### config.mk
export PLATFORM = sky130hd
export DESIGN_NAME = coherence_xbar_n
export DESIGN_NICKNAME = d
export VERILOG_FILES = /design/src/rtl/coherence_xbar_n.sv
export SDC_FILE = /design/constraint.sdc
export NUM_CORES = 2
export LEC_CHECK = 0
export CAP_MARGIN = 40
export CORE_AREA = 2 2 706 708
export DETAILED_ROUTE_END_ITERATION = 10
export DIE_AREA = 0 0 708 710
export GPL_TIMING_DRIVEN = 0
export PLACE_DENSITY = 0.3
export REMOVE_ABC_BUFFERS = 1
export SLEW_MARGIN = 20
export SYNTH_ARGS = -nofsm -noshare
export SYNTH_HDL_FRONTEND = slang
export SYNTH_SLANG_ARGS = --single-unit
### constraint.sdc
create_clock -name sys_clk -period 34.8 [get_ports sys_clk]
set_clock_uncertainty 0.2 [all_clocks]
set_input_delay 6.96 -clock sys_clk [delete_from_list [all_inputs] [get_ports sys_clk]]
set_output_delay 6.96 -clock sys_clk [all_outputs]
set_load 0.05 [all_outputs]
### src/rtl/coherence_xbar_n.sv
// N-port coherence crossbar: round-robin request arbitration into a registered directory slice,
// per-destination response/forward routing, invalidation multicast and invalidation-ack counting.
module coherence_xbar_n #(
  parameter int         N_CPU                   = 4,
  parameter int         ADDR_W                  = 32,
  parameter int         BLK_W                   = 128,
  parameter logic [3:0] TYPE_NONE               = 4'h0,
  parameter logic [3:0] TYPE_FORWARD_DATA       = 4'h8,
  parameter logic [3:0] TYPE_FORWARD_DATA_PUT_E = 4'h6,
  parameter logic [3:0] TYPE_FORWARD_DATA_PUT_M = 4'h7,
  localparam int        CPU_W                   = $clog2(N_CPU)
) (
  input  logic                         sys_clk,
  input  logic                         sys_rst,
  input  logic [N_CPU-1:0]             cpu_req_valid_i,
  output logic [N_CPU-1:0]             cpu_req_ready_o,
  input  logic [4*N_CPU-1:0]           cpu_req_type_i,
  input  logic [BLK_W*N_CPU-1:0]       cpu_req_data_i,
  input  logic [ADDR_W*N_CPU-1:0]      cpu_req_addr_i,
  input  logic [CPU_W*N_CPU-1:0]       cpu_req_dst_i,
  input  logic [N_CPU-1:0]             cpu_inv_ack_i,
  input  logic [CPU_W*N_CPU-1:0]       cpu_inv_ack_dst_i,
  output logic                         dir_req_valid_o,
  input  logic                         dir_req_ready_i,
  output logic [3:0]                   dir_req_type_o,
  output logic [BLK_W-1:0]             dir_req_data_o,
  output logic [ADDR_W-1:0]            dir_req_addr_o,
  output logic [CPU_W-1:0]             dir_req_src_o,
  input  logic                         dir_rsp_valid_i,
  input  logic [CPU_W-1:0]             dir_rsp_dst_i,
  input  logic [3:0]                   dir_rsp_type_i,
  input  logic [BLK_W-1:0]             dir_rsp_data_i,
  input  logic [ADDR_W-1:0]            dir_rsp_addr_i,
  input  logic                         dir_rsp_excl_i,
  input  logic [CPU_W:0]               dir_rsp_ack_num_i,
  input  logic [N_CPU-1:0]             dir_rsp_requesters_i,
  input  logic                         dir_rsp_put_ack_i,
  input  logic                         dir_inv_valid_i,
  input  logic [N_CPU-1:0]             dir_inv_mask_i,
  input  logic [ADDR_W-1:0]            dir_inv_addr_i,
  output logic [N_CPU-1:0]             cpu_rsp_valid_o,
  output logic [4*N_CPU-1:0]           cpu_rsp_type_o,
  output logic [BLK_W*N_CPU-1:0]       cpu_rsp_data_o,
  output logic [ADDR_W*N_CPU-1:0]      cpu_rsp_addr_o,
  output logic [N_CPU-1:0]             cpu_rsp_excl_o,
  output logic [(CPU_W+1)*N_CPU-1:0]   cpu_rsp_ack_num_o,
  output logic [N_CPU*N_CPU-1:0]       cpu_rsp_requesters_o,
  output logic [N_CPU-1:0]             cpu_rsp_put_ack_o,
  output logic [N_CPU-1:0]             cpu_inv_en_o,
  output logic [ADDR_W-1:0]            cpu_inv_addr_o,
  output logic [(CPU_W+1)*N_CPU-1:0]   cpu_ack_cnt_o
);

  localparam int CNT_W = CPU_W + 1;

  logic                               dirReqValid_q;
  logic [3:0]                         dirReqType_q;
  logic [BLK_W-1:0]                   dirReqData_q;
  logic [ADDR_W-1:0]                  dirReqAddr_q;
  logic [CPU_W-1:0]                   dirReqSrc_q;
  logic [CPU_W-1:0]                   rr_q;
  logic [CPU_W-1:0]                   rr_d;

  logic [N_CPU-1:0]                   rspValid_q;
  logic [N_CPU-1:0][3:0]              rspType_q;
  logic [N_CPU-1:0][BLK_W-1:0]        rspData_q;
  logic [N_CPU-1:0][ADDR_W-1:0]       rspAddr_q;
  logic [N_CPU-1:0]                   rspExcl_q;
  logic [N_CPU-1:0][CNT_W-1:0]        rspAckNum_q;
  logic [N_CPU-1:0][N_CPU-1:0]        rspRequesters_q;
  logic [N_CPU-1:0]                   rspPutAck_q;
  logic [N_CPU-1:0]                   invEn_q;
  logic [ADDR_W-1:0]                  invAddr_q;
  logic [N_CPU-1:0][CNT_W-1:0]        ackCnt_q;
  logic [N_CPU-1:0][CNT_W-1:0]        ackCnt_d;

  logic [N_CPU-1:0]                   peerReq;
  logic [N_CPU-1:0]                   dirReq;
  logic [N_CPU-1:0]                   grantOh;
  logic [N_CPU-1:0]                   peerReady;
  logic                               grantFound;
  logic [CPU_W-1:0]                   grantIdx;
  logic [CPU_W-1:0]                   scanIdx;
  int                                 scanSum;
  logic                               sliceLoad;
  logic [N_CPU-1:0]                   rspDir;
  logic [N_CPU-1:0]                   peerHit;
  logic [N_CPU-1:0][CPU_W-1:0]        peerSrc;
  logic                               peerFound;

  // Round-robin scan of directory-class requesters, starting at the rr pointer.
  always_comb begin
    peerReq    = '0;
    dirReq     = '0;
    grantOh    = '0;
    grantFound = 1'b0;
    grantIdx   = '0;
    scanIdx    = '0;
    scanSum    = 0;
    for (int i = 0; i < N_CPU; i++) begin
      peerReq[i] = cpu_req_valid_i[i] &&
                   (cpu_req_type_i[4*i +: 4] == TYPE_FORWARD_DATA_PUT_E ||
                    cpu_req_type_i[4*i +: 4] == TYPE_FORWARD_DATA_PUT_M);
      dirReq[i]  = cpu_req_valid_i[i] && !peerReq[i];
    end
    for (int k = 0; k < N_CPU; k++) begin
      scanSum = int'(rr_q) + k;
      if (scanSum >= N_CPU) scanSum = scanSum - N_CPU;
      scanIdx = CPU_W'(scanSum);
      if (!grantFound && dirReq[scanIdx]) begin
        grantFound = 1'b1;
        grantIdx   = scanIdx;
      end
    end
    sliceLoad = grantFound && (!dirReqValid_q || dir_req_ready_i);
    if (sliceLoad) grantOh[grantIdx] = 1'b1;
    rr_d = (grantIdx == CPU_W'(N_CPU-1)) ? '0 : grantIdx + CPU_W'(1);
  end

  // Directory responses pre-empt peer forwards; among peers the lowest index wins a destination.
  always_comb begin
    rspDir    = '0;
    peerHit   = '0;
    peerSrc   = '0;
    peerReady = '0;
    peerFound = 1'b0;
    for (int d = 0; d < N_CPU; d++) begin
      rspDir[d] = dir_rsp_valid_i && (dir_rsp_dst_i == CPU_W'(d));
      peerFound = 1'b0;
      for (int i = 0; i < N_CPU; i++) begin
        if (!rspDir[d] && !peerFound && peerReq[i] && (i != d) &&
            cpu_req_dst_i[CPU_W*i +: CPU_W] == CPU_W'(d)) begin
          peerFound    = 1'b1;
          peerSrc[d]   = CPU_W'(i);
          peerReady[i] = 1'b1;
        end
      end
      peerHit[d] = peerFound;
    end
  end

  always_comb begin
    ackCnt_d = '0;
    for (int d = 0; d < N_CPU; d++) begin
      for (int i = 0; i < N_CPU; i++) begin
        if (cpu_inv_ack_i[i] && cpu_inv_ack_dst_i[CPU_W*i +: CPU_W] == CPU_W'(d))
          ackCnt_d[d] = ackCnt_d[d] + CNT_W'(1);
      end
    end
  end

  always_ff @(posedge sys_clk or posedge sys_rst) begin
    if (sys_rst) begin
      dirReqValid_q <= 1'b0;
      dirReqType_q  <= TYPE_NONE;
      dirReqData_q  <= '0;
      dirReqAddr_q  <= '0;
      dirReqSrc_q   <= '0;
      rr_q          <= '0;
    end else if (sliceLoad) begin
      dirReqValid_q <= 1'b1;
      dirReqType_q  <= cpu_req_type_i[4*int'(grantIdx) +: 4];
      dirReqData_q  <= cpu_req_data_i[BLK_W*int'(grantIdx) +: BLK_W];
      dirReqAddr_q  <= cpu_req_addr_i[ADDR_W*int'(grantIdx) +: ADDR_W];
      dirReqSrc_q   <= grantIdx;
      rr_q          <= rr_d;
    end else if (dir_req_ready_i) begin
      dirReqValid_q <= 1'b0;
    end
  end

  // Response fields hold their last value between pulses; only the valid bit pulses.
  always_ff @(posedge sys_clk or posedge sys_rst) begin
    if (sys_rst) begin
      rspValid_q      <= '0;
      rspType_q       <= {N_CPU{TYPE_NONE}};
      rspData_q       <= '0;
      rspAddr_q       <= '0;
      rspExcl_q       <= '0;
      rspAckNum_q     <= '0;
      rspRequesters_q <= '0;
      rspPutAck_q     <= '0;
    end else begin
      for (int d = 0; d < N_CPU; d++) begin
        rspValid_q[d] <= rspDir[d] || peerHit[d];
        if (rspDir[d]) begin
          rspType_q[d]       <= dir_rsp_type_i;
          rspData_q[d]       <= dir_rsp_data_i;
          rspAddr_q[d]       <= dir_rsp_addr_i;
          rspExcl_q[d]       <= dir_rsp_excl_i;
          rspAckNum_q[d]     <= dir_rsp_ack_num_i;
          rspRequesters_q[d] <= dir_rsp_requesters_i;
          rspPutAck_q[d]     <= dir_rsp_put_ack_i;
        end else if (peerHit[d]) begin
          rspType_q[d]       <= TYPE_FORWARD_DATA;
          rspData_q[d]       <= cpu_req_data_i[BLK_W*int'(peerSrc[d]) +: BLK_W];
          rspAddr_q[d]       <= cpu_req_addr_i[ADDR_W*int'(peerSrc[d]) +: ADDR_W];
          rspExcl_q[d]       <= 1'b0;
          rspAckNum_q[d]     <= '0;
          rspRequesters_q[d] <= '0;
          rspPutAck_q[d]     <= 1'b0;
        end
      end
    end
  end

  always_ff @(posedge sys_clk or posedge sys_rst) begin
    if (sys_rst) begin
      invEn_q   <= '0;
      invAddr_q <= '0;
      ackCnt_q  <= '0;
    end else begin
      invEn_q  <= dir_inv_valid_i ? dir_inv_mask_i : '0;
      ackCnt_q <= ackCnt_d;
      if (dir_inv_valid_i) invAddr_q <= dir_inv_addr_i;
    end
  end

  assign cpu_req_ready_o      = grantOh | peerReady;
  assign dir_req_valid_o      = dirReqValid_q;
  assign dir_req_type_o       = dirReqType_q;
  assign dir_req_data_o       = dirReqData_q;
  assign dir_req_addr_o       = dirReqAddr_q;
  assign dir_req_src_o        = dirReqSrc_q;
  assign cpu_rsp_valid_o      = rspValid_q;
  assign cpu_rsp_type_o       = rspType_q;
  assign cpu_rsp_data_o       = rspData_q;
  assign cpu_rsp_addr_o       = rspAddr_q;
  assign cpu_rsp_excl_o       = rspExcl_q;
  assign cpu_rsp_ack_num_o    = rspAckNum_q;
  assign cpu_rsp_requesters_o = rspRequesters_q;
  assign cpu_rsp_put_ack_o    = rspPutAck_q;
  assign cpu_inv_en_o         = invEn_q;
  assign cpu_inv_addr_o       = invAddr_q;
  assign cpu_ack_cnt_o        = ackCnt_q;

endmodule

==> out/qor.txt <==
Max Cap Viol - 0
Vias in the first global route - 61420
Final-report hold violation count - 0
Worst-Skew Late Latency - 820 ps
PD cells - 64.99 nW/µm²
Critical path's largest stage delay - 880 ps
Gate count after technology mapping - 5649
Post-synth top area share - 0.4289
RSZ-0062 raised after global routing - false
Syn Std Cell Area - 53270 µm²
Clock Pin Slew Worst Setup and Hold Paths - 50 ps
Fin nets - 8476
Design area - 91580 µm²
Layout Utilization - 0.1848
Post-DR wirelength/cell - 37.78 µm
Slew Viols, Final - 0
Total track usage - 0.2047
Synth top cells by count - 997 x nand2_1, 913 x dfrtp_1, 499 x o21ai_0
GRT overflow - 0
Synth Flop Type - dfrtp_1
Switching share of power - 0.4660
TNS Setup - 0 ps
Initial Util - 0.1075
WS Path Type - in2out
Final wirelength - 539100 µm
Tmin final - 17860 ps
Detailed Place HPWL - 423100 µm
Cell Chain, Critical Path - clkdlybuf4s50_1 -> nand3b_1 -> buf_6 -> o31a_1 -> nand2_1 -> nor2_4 -> buf_16 -> a41oi_1 -> o211ai_1 -> clkdlybuf4s50_1
Clock sinks - 913
Yosys top cell by area - dfrtp_1
Peak VDD IR - 37.36 µV
Final period util - 0.5131
Initial DRC count - 6867
Hold-fix buffers, CTS - 0
Crit-path max FO - 10
Ys Warns - 0
Fmax achieved - 56.00 MHz
Fraction of layout cells with a size suffix above 1 - 0.1231
Post_cts resized - 0
Clk pwr share - 0.258
Seq pwr share - 0.253
Seq/Total Area, Yosys - 0.4289
Via density - 4.428
Combinational Power Share - 0.489
Top cell by count, worst path - clkdlybuf4s50_1
Worst min path class - reg2reg
Routed vias - 63190
Worst EP required - 27640 ps
Setup crit end kind - output port
DP Area - 86650 µm²
FF+latch count, synth - 913
Tightest Pin Transition - 937.6 ps
Netlist cell types - 64
Worst path slowest cell - clkdlybuf4s50_1
H-tree depth - 4
Post-CTS Repair Setup Buffers - 0
P_sw - 2.773 mW
TritonCTS buffer count - 145
Die Footprint - 502700 µm²
Initial antenna violation count - 254
First-pass GRT wire length - 690500 µm
Most numerous cell in the Yosys netlist - nand2_1
Largest net degree at the start of global routing - 87
Die width - 708 µm
TritonCTS clock tree - built
Crit path launch type - input port
Std cell rows - 259
Internal power consumption - 3.178 mW
Core Footprint - 495500 µm²
1st-pass router iterations - 6
Rel. slew slack - 0.3730
Endpoints failing setup - 0
DR DRC count - 0
Number of synthesized flops with an enable pin - 0
DRT antenna net count - 0
Clk buf depth - 4
Avg Cell Area, Syn - 9.430 µm²
Root buf cell - clkbuf_16
Die H - 710 µm
Area grow syn2layout - 71.92%
Worst Path Arrival - 10700 ps
Input/output buffers - 1810
Final Wtd Congestion - 0.8769
Top post-synthesis cells by area - dfrtp_1 43%, nand2_1 7.0%, a21o_1 6.8%, mux2i_1 6.2%, a22o_1 6.1%
Synth async-reset ratio - 1.000
I/O Pins - 1811
Outcome - finished, final reports clean
Pwr Total - 5.952 mW
Leak pwr - 39.00 nW
==> worst max-delay path: cells and delay by family <==
family          cells  cell delay (ps)
compound gates      3              550
simple gates        3             1100
buf+inv             4             2060
==> worst paths after layout <==
path                                                  from                           endpoint  slack, ps  depth (start not counted)
setup / recovery                          dir_rsp_dst_i[0]                 cpu_req_ready_o[3]      16940                         10
hold reg to reg            cpu_rsp_data_o[244]$_DFFE_PP0P_    cpu_rsp_data_o[244]$_DFFE_PP0P_        280                          2
setup reg to reg                       rr_q[1]$_DFFE_PP0P_     dir_req_data_o[69]$_DFFE_PP0P_      28830                         25
max in group asynchronous                          sys_rst  cpu_rsp_ack_num_o[11]$_DFFE_PP0P_      25780                          6
min in group asynchronous                          sys_rst     cpu_rsp_data_o[62]$_DFFE_PP0P_       6350                          2
hold / removal             cpu_rsp_data_o[244]$_DFFE_PP0P_    cpu_rsp_data_o[244]$_DFFE_PP0P_        280                          2
==> cells in the final DEF, fill, tap and decap left out, types with 160 or more instances in the layout <==
cell	synthesis	layout
o21ai_0	499	499
buf_16	0	217
dfrtp_1	913	913
nand2_1	997	993
o221ai_1	165	165
o22ai_1	320	320
o21ai_1	309	308
clkdlybuf4s50_1	0	1783
a31oi_1	160	160
a21o_1	482	481
a221o_1	161	161
a22o_1	369	369
mux2i_1	328	328
==> area by class of cell <==
| cell class | instances | area [µm²] |
|---|---|---|
| diodes | 79 | 197.7 |
| clock buffers | 225 | 4282 |
| clock inverters | 24 | 335.3 |
| fillers | 54350 | 403900 |
| inverters | 20 | 90.09 |
| multi-input cells | 4118 | 27560 |
| flip-flops and latches | 913 | 22850 |
| well taps | 6525 | 8164 |
| repair buffers | 2366 | 28100 |
==> routing by layer <==
layer  vias up  wire, µm  part of all wire  global-route usage
li1      25620         -                 -                   -
met1     32650    218100              0.40              0.2531
met2      3909    245900              0.46              0.3291
met3       917     49580             0.092             0.06452
met4        90     24900             0.046             0.08155
met5         -       580            0.0011                   0
==> power by group through the flow <==
stage / Sequential [mW] / Clock [mW] / Combinational [mW]
after floorplan: 2.31 / 0 / 0.877
after global placement: 1.53 / 0 / 3.48
after detailed placement: 1.52 / 0 / 2.92
after CTS: 1.51 / 1.59 / 2.93
after global routing: 1.53 / 1.62 / 3.00
final: 1.51 / 1.54 / 2.91
==> registers in the layout, summed over array words and instances, names as in the netlist <==
signal and cells:
dir_req_valid_o 1, cpu_rsp_ack_num_o 12, cpu_inv_addr_o 32, cpu_rsp_addr_o 128
rr_q 2, cpu_rsp_requesters_o 16, dir_req_type_o 4, cpu_inv_en_o 4
cpu_rsp_put_ack_o 4, cpu_rsp_excl_o 4, cpu_rsp_valid_o 4, cpu_ack_cnt_o 12
cpu_rsp_type_o 16, dir_req_data_o 128, dir_req_src_o 2, cpu_rsp_data_o 512
dir_req_addr_o 32
==> per-stage QoR <==
| stage | cells | setup WS (ps) | hold WS, ps |
|---|---|---|---|
| after floorplan | 5051 | -4970 | 336.8 |
| after global placement | 13390 | -210830 | 263.9 |
| after detailed placement | 13930 | 16880 | 270.9 |
| after CTS | 14180 | 16870 | 283.8 |
| after global routing | 14240 | 16760 | 300.0 |
| final | 14270 | 16940 | 277.2 |
==> cell families after synthesis <==
group | share of synthesized area
muxes | 0.06924
adders and majority gates | 0.003758
DFF | 0.4289
AOI/OAI and AO/OA | 0.3583
and+or+nand+nor | 0.08089
xor gates and xnor gates | 0.001973
buffers and inverters | 0.05691
Note: power is estimated with default switching activity, not from simulation.
